### config.mk
export PLATFORM = sky130hd
export DESIGN_NAME = if_stage_flat
export DESIGN_NICKNAME = d
export VERILOG_FILES = /design/src/rtl/if_stage_pkg.sv /design/src/rtl/if_stage_if.sv /design/src/rtl/if_stage.sv /design/src/flat_wrapper.sv
export SDC_FILE = /design/constraint.sdc
export NUM_CORES = 1
export LEC_CHECK = 0
export BUFFER_PORTS_ARGS = -buffer_cell sky130_fd_sc_hd__buf_2
export CORE_UTILIZATION = 45
export CTS_CLUSTER_DIAMETER = 30
export DETAILED_ROUTE_END_ITERATION = 6
export GPL_ROUTABILITY_DRIVEN = 0
export HOLD_SLACK_MARGIN = 0.02
export PLACE_DENSITY = 0.74
export SKIP_CTS_REPAIR_TIMING = 1
export SYNTH_ARGS = -nofsm -noshare
export SYNTH_HDL_FRONTEND = slang
export SYNTH_SLANG_ARGS = --single-unit
### constraint.sdc
create_clock -name clk -period 1.9 [get_ports clk]
set_input_delay 0.38 -clock clk [delete_from_list [all_inputs] [get_ports clk]]
set_output_delay 0.38 -clock clk [all_outputs]
set_load 0.02 [all_outputs]
### src/rtl/if_stage_pkg.sv
// Shared types for the instruction-fetch stage: bus layouts, widths and entry state.
package if_stage_pkg;

    localparam int PF_BUS_W = 71;
    localparam int FS_BUS_W = 103;

    typedef enum logic [1:0] {
        FS_EMPTY = 2'd0,
        FS_WAIT  = 2'd1,
        FS_READY = 2'd2
    } fs_state_e;

    typedef struct packed {
        logic        tlb_refill;
        logic [31:0] badvaddr;
        logic        has_ex;
        logic [4:0]  ex_type;
        logic [31:0] pc;
    } pf_bus_t;

    typedef struct packed {
        logic        tlb_refill;
        logic [31:0] badvaddr;
        logic        has_ex;
        logic [4:0]  ex_type;
        logic [31:0] inst;
        logic [31:0] pc;
    } fs_bus_t;

    function automatic fs_bus_t make_fs_bus(input pf_bus_t pf, input logic [31:0] inst);
        fs_bus_t b;
        b.tlb_refill = pf.tlb_refill;
        b.badvaddr   = pf.badvaddr;
        b.has_ex     = pf.has_ex;
        b.ex_type    = pf.ex_type;
        b.inst       = inst;
        b.pc         = pf.pc;
        return b;
    endfunction

endpackage

### src/rtl/if_stage_if.sv
// Signals between pre-IF / instruction cache / ID and the IF stage.
interface if_stage_if;
    import if_stage_pkg::*;

    logic                to_fs_valid;
    logic [PF_BUS_W-1:0] preif_to_fs_bus;
    logic                fs_allowin;
    logic                fs_has_inst;
    logic                inst_cache_data_ok;
    logic [31:0]         inst_cache_rdata;
    logic                ds_allowin;
    logic                fs_to_ds_valid;
    logic [FS_BUS_W-1:0] fs_to_ds_bus;
    logic                fs_cancel;

    modport slave (
        input  to_fs_valid, preif_to_fs_bus, inst_cache_data_ok, inst_cache_rdata,
               ds_allowin, fs_cancel,
        output fs_allowin, fs_has_inst, fs_to_ds_valid, fs_to_ds_bus
    );

    modport master (
        output to_fs_valid, preif_to_fs_bus, inst_cache_data_ok, inst_cache_rdata,
               ds_allowin, fs_cancel,
        input  fs_allowin, fs_has_inst, fs_to_ds_valid, fs_to_ds_bus
    );

endinterface

### src/rtl/if_stage.sv
// MIPS IF stage: one in-flight fetch, instruction buffer for ID stalls, and a
// drop counter that discards cache returns belonging to flushed fetches.
module if_stage
    import if_stage_pkg::*;
(
    input logic       clk,
    input logic       reset,
    if_stage_if.slave bus
);

    fs_state_e   state_q, state_d;
    logic [1:0]  drop_cnt_q, drop_cnt_d;
    pf_bus_t     pf_q, pf_d;
    logic [31:0] inst_buf_q, inst_buf_d;

    logic        st_empty, st_wait, st_ready;
    logic        drop_zero, data_mine, ready_go;
    logic        allowin, accept, to_ds_valid;
    logic        drop_inc, drop_dec;
    logic [31:0] inst;

    assign st_empty  = (state_q == FS_EMPTY);
    assign st_wait   = (state_q == FS_WAIT);
    assign st_ready  = (state_q == FS_READY);
    assign drop_zero = (drop_cnt_q == 2'd0);

    // A return only belongs to the current entry once all stale returns are gone.
    assign data_mine   = st_wait & bus.inst_cache_data_ok & drop_zero;
    assign ready_go    = st_ready | data_mine;
    assign allowin     = ~reset & (st_empty | (ready_go & bus.ds_allowin) | bus.fs_cancel);
    assign accept      = bus.to_fs_valid & allowin;
    assign to_ds_valid = ~reset & ready_go & ~bus.fs_cancel;

    // Killing a fetch whose data is still outstanding leaves one stale return to skip.
    assign drop_inc = bus.fs_cancel & st_wait & ~data_mine;
    assign drop_dec = bus.inst_cache_data_ok & ~drop_zero;

    always_comb begin
        // NOTE: every signal gets a default first so no path can infer a latch.
        state_d    = state_q;
        drop_cnt_d = drop_cnt_q;
        pf_d       = pf_q;
        inst_buf_d = inst_buf_q;

        if (drop_inc && !drop_dec) begin
            drop_cnt_d = (drop_cnt_q == 2'd3) ? 2'd3 : drop_cnt_q + 2'd1;
        end else if (drop_dec && !drop_inc) begin
            drop_cnt_d = drop_cnt_q - 2'd1;
        end

        if (bus.fs_cancel || st_empty || (to_ds_valid && bus.ds_allowin)) begin
            state_d = accept ? FS_WAIT : FS_EMPTY;
        end else if (data_mine) begin
            // ID is stalled: park the returned word until it is taken.
            state_d    = FS_READY;
            inst_buf_d = bus.inst_cache_rdata;
        end

        if (accept) begin
            pf_d = pf_bus_t'(bus.preif_to_fs_bus);
        end
    end

    always_ff @(posedge clk) begin
        if (reset) begin
            // NOTE: payload and inst_buf are cleared too, so the ID bus reads 0 out of reset.
            state_q    <= FS_EMPTY;
            drop_cnt_q <= 2'd0;
            pf_q       <= '0;
            inst_buf_q <= '0;
        end else begin
            // NOTE: non-blocking updates so all state flops sample the same cycle's values.
            state_q    <= state_d;
            drop_cnt_q <= drop_cnt_d;
            pf_q       <= pf_d;
            inst_buf_q <= inst_buf_d;
        end
    end

    // Exception entries carry no instruction word.
    assign inst = pf_q.has_ex ? 32'd0 :
                  st_ready    ? inst_buf_q :
                  st_wait     ? bus.inst_cache_rdata : 32'd0;

    assign bus.fs_allowin     = allowin;
    assign bus.fs_has_inst    = ~reset & (st_wait | st_ready) & ~bus.fs_cancel;
    assign bus.fs_to_ds_valid = to_ds_valid;
    assign bus.fs_to_ds_bus   = reset ? '0 : make_fs_bus(pf_q, inst);

endmodule

### src/flat_wrapper.sv
// flat-port wrapper written by rule: the top's interface ports become plain ports
module if_stage_flat import if_stage_pkg::*;
  (clk, reset, bus_to_fs_valid, bus_preif_to_fs_bus, bus_inst_cache_data_ok, bus_inst_cache_rdata, bus_ds_allowin, bus_fs_cancel, bus_fs_allowin, bus_fs_has_inst, bus_fs_to_ds_valid, bus_fs_to_ds_bus);
  if_stage_if bus_i ();
  input logic clk;
  input logic reset;
  input wire logic [$bits(bus_i.to_fs_valid)-1:0] bus_to_fs_valid;
  input wire logic [$bits(bus_i.preif_to_fs_bus)-1:0] bus_preif_to_fs_bus;
  input wire logic [$bits(bus_i.inst_cache_data_ok)-1:0] bus_inst_cache_data_ok;
  input wire logic [$bits(bus_i.inst_cache_rdata)-1:0] bus_inst_cache_rdata;
  input wire logic [$bits(bus_i.ds_allowin)-1:0] bus_ds_allowin;
  input wire logic [$bits(bus_i.fs_cancel)-1:0] bus_fs_cancel;
  output wire logic [$bits(bus_i.fs_allowin)-1:0] bus_fs_allowin;
  output wire logic [$bits(bus_i.fs_has_inst)-1:0] bus_fs_has_inst;
  output wire logic [$bits(bus_i.fs_to_ds_valid)-1:0] bus_fs_to_ds_valid;
  output wire logic [$bits(bus_i.fs_to_ds_bus)-1:0] bus_fs_to_ds_bus;
  assign bus_i.to_fs_valid = bus_to_fs_valid;
  assign bus_i.preif_to_fs_bus = bus_preif_to_fs_bus;
  assign bus_i.inst_cache_data_ok = bus_inst_cache_data_ok;
  assign bus_i.inst_cache_rdata = bus_inst_cache_rdata;
  assign bus_i.ds_allowin = bus_ds_allowin;
  assign bus_i.fs_cancel = bus_fs_cancel;
  assign bus_fs_allowin = bus_i.fs_allowin;
  assign bus_fs_has_inst = bus_i.fs_has_inst;
  assign bus_fs_to_ds_valid = bus_i.fs_to_ds_valid;
  assign bus_fs_to_ds_bus = bus_i.fs_to_ds_bus;
  if_stage u_core (.clk(clk), .reset(reset), .bus(bus_i));
endmodule
=== After elaboration in Yosys (flattened, before gate mapping) ===
Index checks and enable logic that the tools add are counted.

* Bitwise operators: 21
* Multiplexer cells: 10
* Add/subtract/negate cells: 2
* Reductions and logical operators: 12
* Eq/ne operators: 3

{| class="wikitable"
|+ Operators with widths
! kind !! number
|-
| two-way mux 103 bit || 1
|-
| two-way mux 32 bit || 3
|-
| bitwise AND 1 bit || 12
|-
| two-way mux 2 bit || 5
|-
| NOT 1 bit || 5
|-
| == test 2 bit, second input constant || 2
|-
| zero test 2 bit || 2
|-
| OR 1 bit || 4
|-
| nonzero test 2 bit || 2
|-
| logical AND 1 bit || 3
|-
| adder 2 x 1 -> 2 bit, second input constant || 1
|-
| == test 2 x 1 -> 1 bit, second input constant || 1
|-
| zero test 1 bit || 2
|-
| logical OR 1 bit || 2
|-
| AND reduction 2 bit || 1
|-
| subtractor 2 x 1 -> 2 bit, second input constant || 1
|-
| two-way mux 1 bit || 1
|}

* Bits of input ports: 109
* Logic and storage cells: 56
* Output and inout bits: 106
* Bits in registers: 107

=== Depth between registers and ports, before layout ===
* Depth in word-level cells: 11
* Mapped depth: 10
* Mapped depth without buffers: 8

=== Worst setup path after synthesis ===
OpenSTA, ideal clock, no wires.

* Path kind: register to output
* Start point: reg u_core.state_q[1]
* End point: out bus_fs_to_ds_valid
* Cell stages (with the launch flop): 9
* Buffers on the path: 3
* Setup slack: -176 ps
* Required time: 1520 ps
* Arrival: 1696 ps
* Path through: dfxtp_1 -> inv_1 -> ha_1 -> buf_6 -> and3_1 -> buf_6 -> clkbuf_1 -> nor2_1 -> nor3_1

* Word-level cells in the longest chain between the ends: 6
* Elaborated cells on any way between the ends: 7

{| class="wikitable"
|+ Ends and longest elaborated chain
! element !! RTL line !! text
|-
| start: declaration || if_stage.sv:11 || <nowiki>fs_state_e state_q, state_d;</nowiki>
|-
| start signal: assignment || if_stage.sv:73 || <nowiki>state_q <= state_d;</nowiki>
|-
| == test 2 x 1 -> 1 bit || if_stage.sv:23 || <nowiki>assign st_wait = (state_q == FS_WAIT);</nowiki>
|-
| bitwise AND 1 bit (2 in a row) || if_stage.sv:28 || <nowiki>assign data_mine = st_wait & bus.inst_cache_data_ok & drop_zero;</nowiki>
|-
| OR 1 bit * || if_stage.sv:29 || <nowiki>assign ready_go = st_ready | data_mine;</nowiki>
|-
| bitwise AND 1 bit * (2 in a row) || if_stage.sv:32 || <nowiki>assign to_ds_valid = ~reset & ready_go & ~bus.fs_cancel;</nowiki>
|-
| end: declaration || flat_wrapper.sv:15 || <nowiki>output wire logic [$bits(bus_i.fs_to_ds_valid)-1:0] bus_fs_to_ds_valid;</nowiki>
|}

Mark *: on every way between the ends. The rest lies on a longest branch, timed or not.

=== Worst setup path in the final report ===
* Start point: reg u_core.state_q[0]
* End point: out bus_fs_allowin

* Word-level cells in the longest chain between the ends: 8
* Elaborated cells on any way between the ends: 10

{| class="wikitable"
|+ Ends and longest elaborated chain
! element !! RTL line !! text
|-
| == test 2 x 1 -> 1 bit || if_stage.sv:23 ||
|-
| bitwise AND 1 bit (2 in a row) || if_stage.sv:28 ||
|-
| OR 1 bit || if_stage.sv:29 ||
|-
| bitwise AND 1 bit || if_stage.sv:30 || <nowiki>assign allowin = ~reset & (st_empty | (ready_go & bus.ds_allowin) | bus.fs_cancel);</nowiki>
|-
| OR 1 bit * (2 in a row) || if_stage.sv:30 ||
|-
| bitwise AND 1 bit * || if_stage.sv:30 ||
|-
| end: declaration || flat_wrapper.sv:13 || <nowiki>output wire logic [$bits(bus_i.fs_allowin)-1:0] bus_fs_allowin;</nowiki>
|}

Marks and branches as above.

==> run metrics <==
Num CTS Buffers 9; max_slew headroom 71.7%; Ant. Diodes 0; CTS max path bufs 2; min cycle time layout 1.99 ns; # rows 40; final slew viol count 0; period utilization 105%; Residual DRC 0; commonest cells after routing, fill and taps aside 179 x buf_2, 142 x nor2b_1, 104 x dfxtp_1; Final Hold Vio Count 0; FF+latch area 2150 um^2; CTS tree built; worst setup margin -0.0884 ns; Die Footprint 13000 um^2; router iterations before antenna repair 4; clk_lat worst skew ~0.34 ns; FILL cells 1034; initial drt markers about 350; GRT Total Usage a little over a fifth; VDD IR-drop max 0.000367 V; final setup vio count 97; io pins about 220; DIE HEIGHT 114 um; Fmax achieved 0.503 GHz; WP data required 1.52 ns; Arr. time, crit path roughly 1.6 ns; worst-margin pin slew roughly 0.42 ns; sequential share of the synthesized area 37.9%; failing checks setup timing; chip width 114 um; H-Tree Depth 3; Final Non-Filler Cells 977; Core ar. about 12000 um^2; post-place setup slack -0.0276 ns; P_leak between 0.003 and 0.004 uW; share of cells above drive strength 1 45.4%; DR vias 4953; CTS Sinks 107; Crit Path Max Fanout 7; placed cell count 957; unrepaired setup endpoints after global routing true; synthesis-stage register bit count 107; top cells by area, synth dfxtp_1 38%, mux2_4 19%, nor2b_1 16%; Setup crit start u_core.state_q[0]; Crit. End Element primary output; Routed Antenna Nets 0; Root Buffer clkbuf_16; Clock Pin Slew Worst Setup and Hold Paths 0.06 ns; area fraction of the dominant cell type after synthesis 37.9%; HPWL Detailed 10.0 mm; Multi-input gate area 3360 um^2; Cell Area, Synth 5650 um^2; Hold Crit Class in -> reg; initial core utilization 46.7%; global route overflow 0; wire per inst between 10 and 15 um; Synth Area per Inst between 9 and 10 um^2; yosys warns 0; vias in the first global route roughly 4600; syn_nets approximately 720; initial antenna violation count 0; via/cell ratio 5.07; CP startpoint kind flop; Hold Startpoint bus_inst_cache_rdata[30]; final WL 14.4 mm; synthesized netlist cell count roughly 610; status finished, violations left; P per Cell Area just over 700 nW/um^2; port bufs 214; area grow syn2layout 34.6%; most common cell after layout, fill and taps aside buf_2; first-pass GRT wire length 21.9 mm; area leader, netlist dfxtp_1; Layout Nets between 900 and 1000; largest net degree at the start of global routing between 70 and 80; Crit Path Category reg -> out; clock skew 0.00492 ns; # Max-Cap Violations 0; Worst R2R Start u_core.state_q[1]; Cell variety after synth 28
==> cell families after synthesis <==
kind of cell / Yosys count / synth area share [%]
mux: 73 / 19.2
buf+inv: 62 / 5.47
fa+ha+maj: 6 / 1.33
compound gates: 105 / 9.59
simple gates: 256 / 26.6
flops: 107 / 37.9
==> flip-flops by register name, summed over array words and instances, names as in the netlist <==
register	count
u_core.state_q	2
u_core.drop_cnt_q	2
u_core.inst_buf_q	32
u_core.pf_q	71
==> per-layer routing <==
metal	up-vias	wire [um]	track usage, %
met2	190	7090	35.2
met3	20	865	3.97
met5	-	0	0
li1	2431	-	-
met1	2312	6170	26.2
met4	0	273	9.26
==> path summary, 6_finish.rpt <==
check                           slack, ns  depth (start not counted)                     to
worst min register to register       0.48                          2  u_core.inst_buf_q[10]
worst max-delay path                -0.09                          6         bus_fs_allowin
worst min-delay path                 0.30                          3  u_core.inst_buf_q[30]
worst max register to register      -0.06                          7        u_core.pf_q[29]
==> layout make-up <==
| type | instances | area share [%] |
|---|---|---|
| clock buffers | 11 | 3.19 |
| inverters | 5 | 0.247 |
| repair buffers | 243 | 20.8 |
| multi-input cells | 440 | 44.2 |
| well taps | 168 | 2.76 |
| clock inverters | 3 | 0.527 |
| flip-flops and latches | 107 | 28.3 |
==> where the power goes <==
part	leakage (uW)	internal, uW	switching [uW]
Clock	0.000141	1040	781
Sequential	0.000877	2370	32.7
Combinational	0.00233	585	595
==> per-stage QoR <==
step	total power, uW	cell area, um^2	TNS [ns]	hold WS, ns	util, %
after floorplan	3200	5730	-2.06	0.454	-
after global placement	3500	6970	0	0.461	57.5
after detailed placement	3530	6970	-0.553	0.470	57.5
after CTS	5350	7250	-9.32	0.297	59.9
after global routing	5640	7600	-9.00	0.294	62.8
final	5400	7600	-3.52	0.301	62.8
==> synth_stat cells (all sizes together) <==
| master | number |
|---|---|
| a21oi | 68 |
| and3 | 1 |
| buf | 13 |
| clkbuf | 44 |
| dfxtp | 107 |
| ha | 6 |
| inv | 5 |
| mux2 | 71 |
| mux2i | 2 |
| nand2 | 36 |
| nand2b | 1 |
| nand3 | 33 |
| nand3b | 32 |
| nand4 | 1 |
| nor2 | 3 |
| nor2b | 142 |
| nor3 | 3 |
| nor3b | 1 |
| o211a | 1 |
| o211ai | 1 |
| o21ai | 33 |
| o311a | 1 |
| o311ai | 1 |
| or2 | 2 |
| or3 | 1 |
==> worst max-delay path: stages, from the launching register on <==
cell     delay [ns]
dfxtp_2        0.33
buf_4          0.14
ha_4           0.18
and3_4         0.19
o21ai_4        0.18
a21oi_2        0.07
buf_4          0.17
Note: power is estimated with default switching activity, not from simulation.
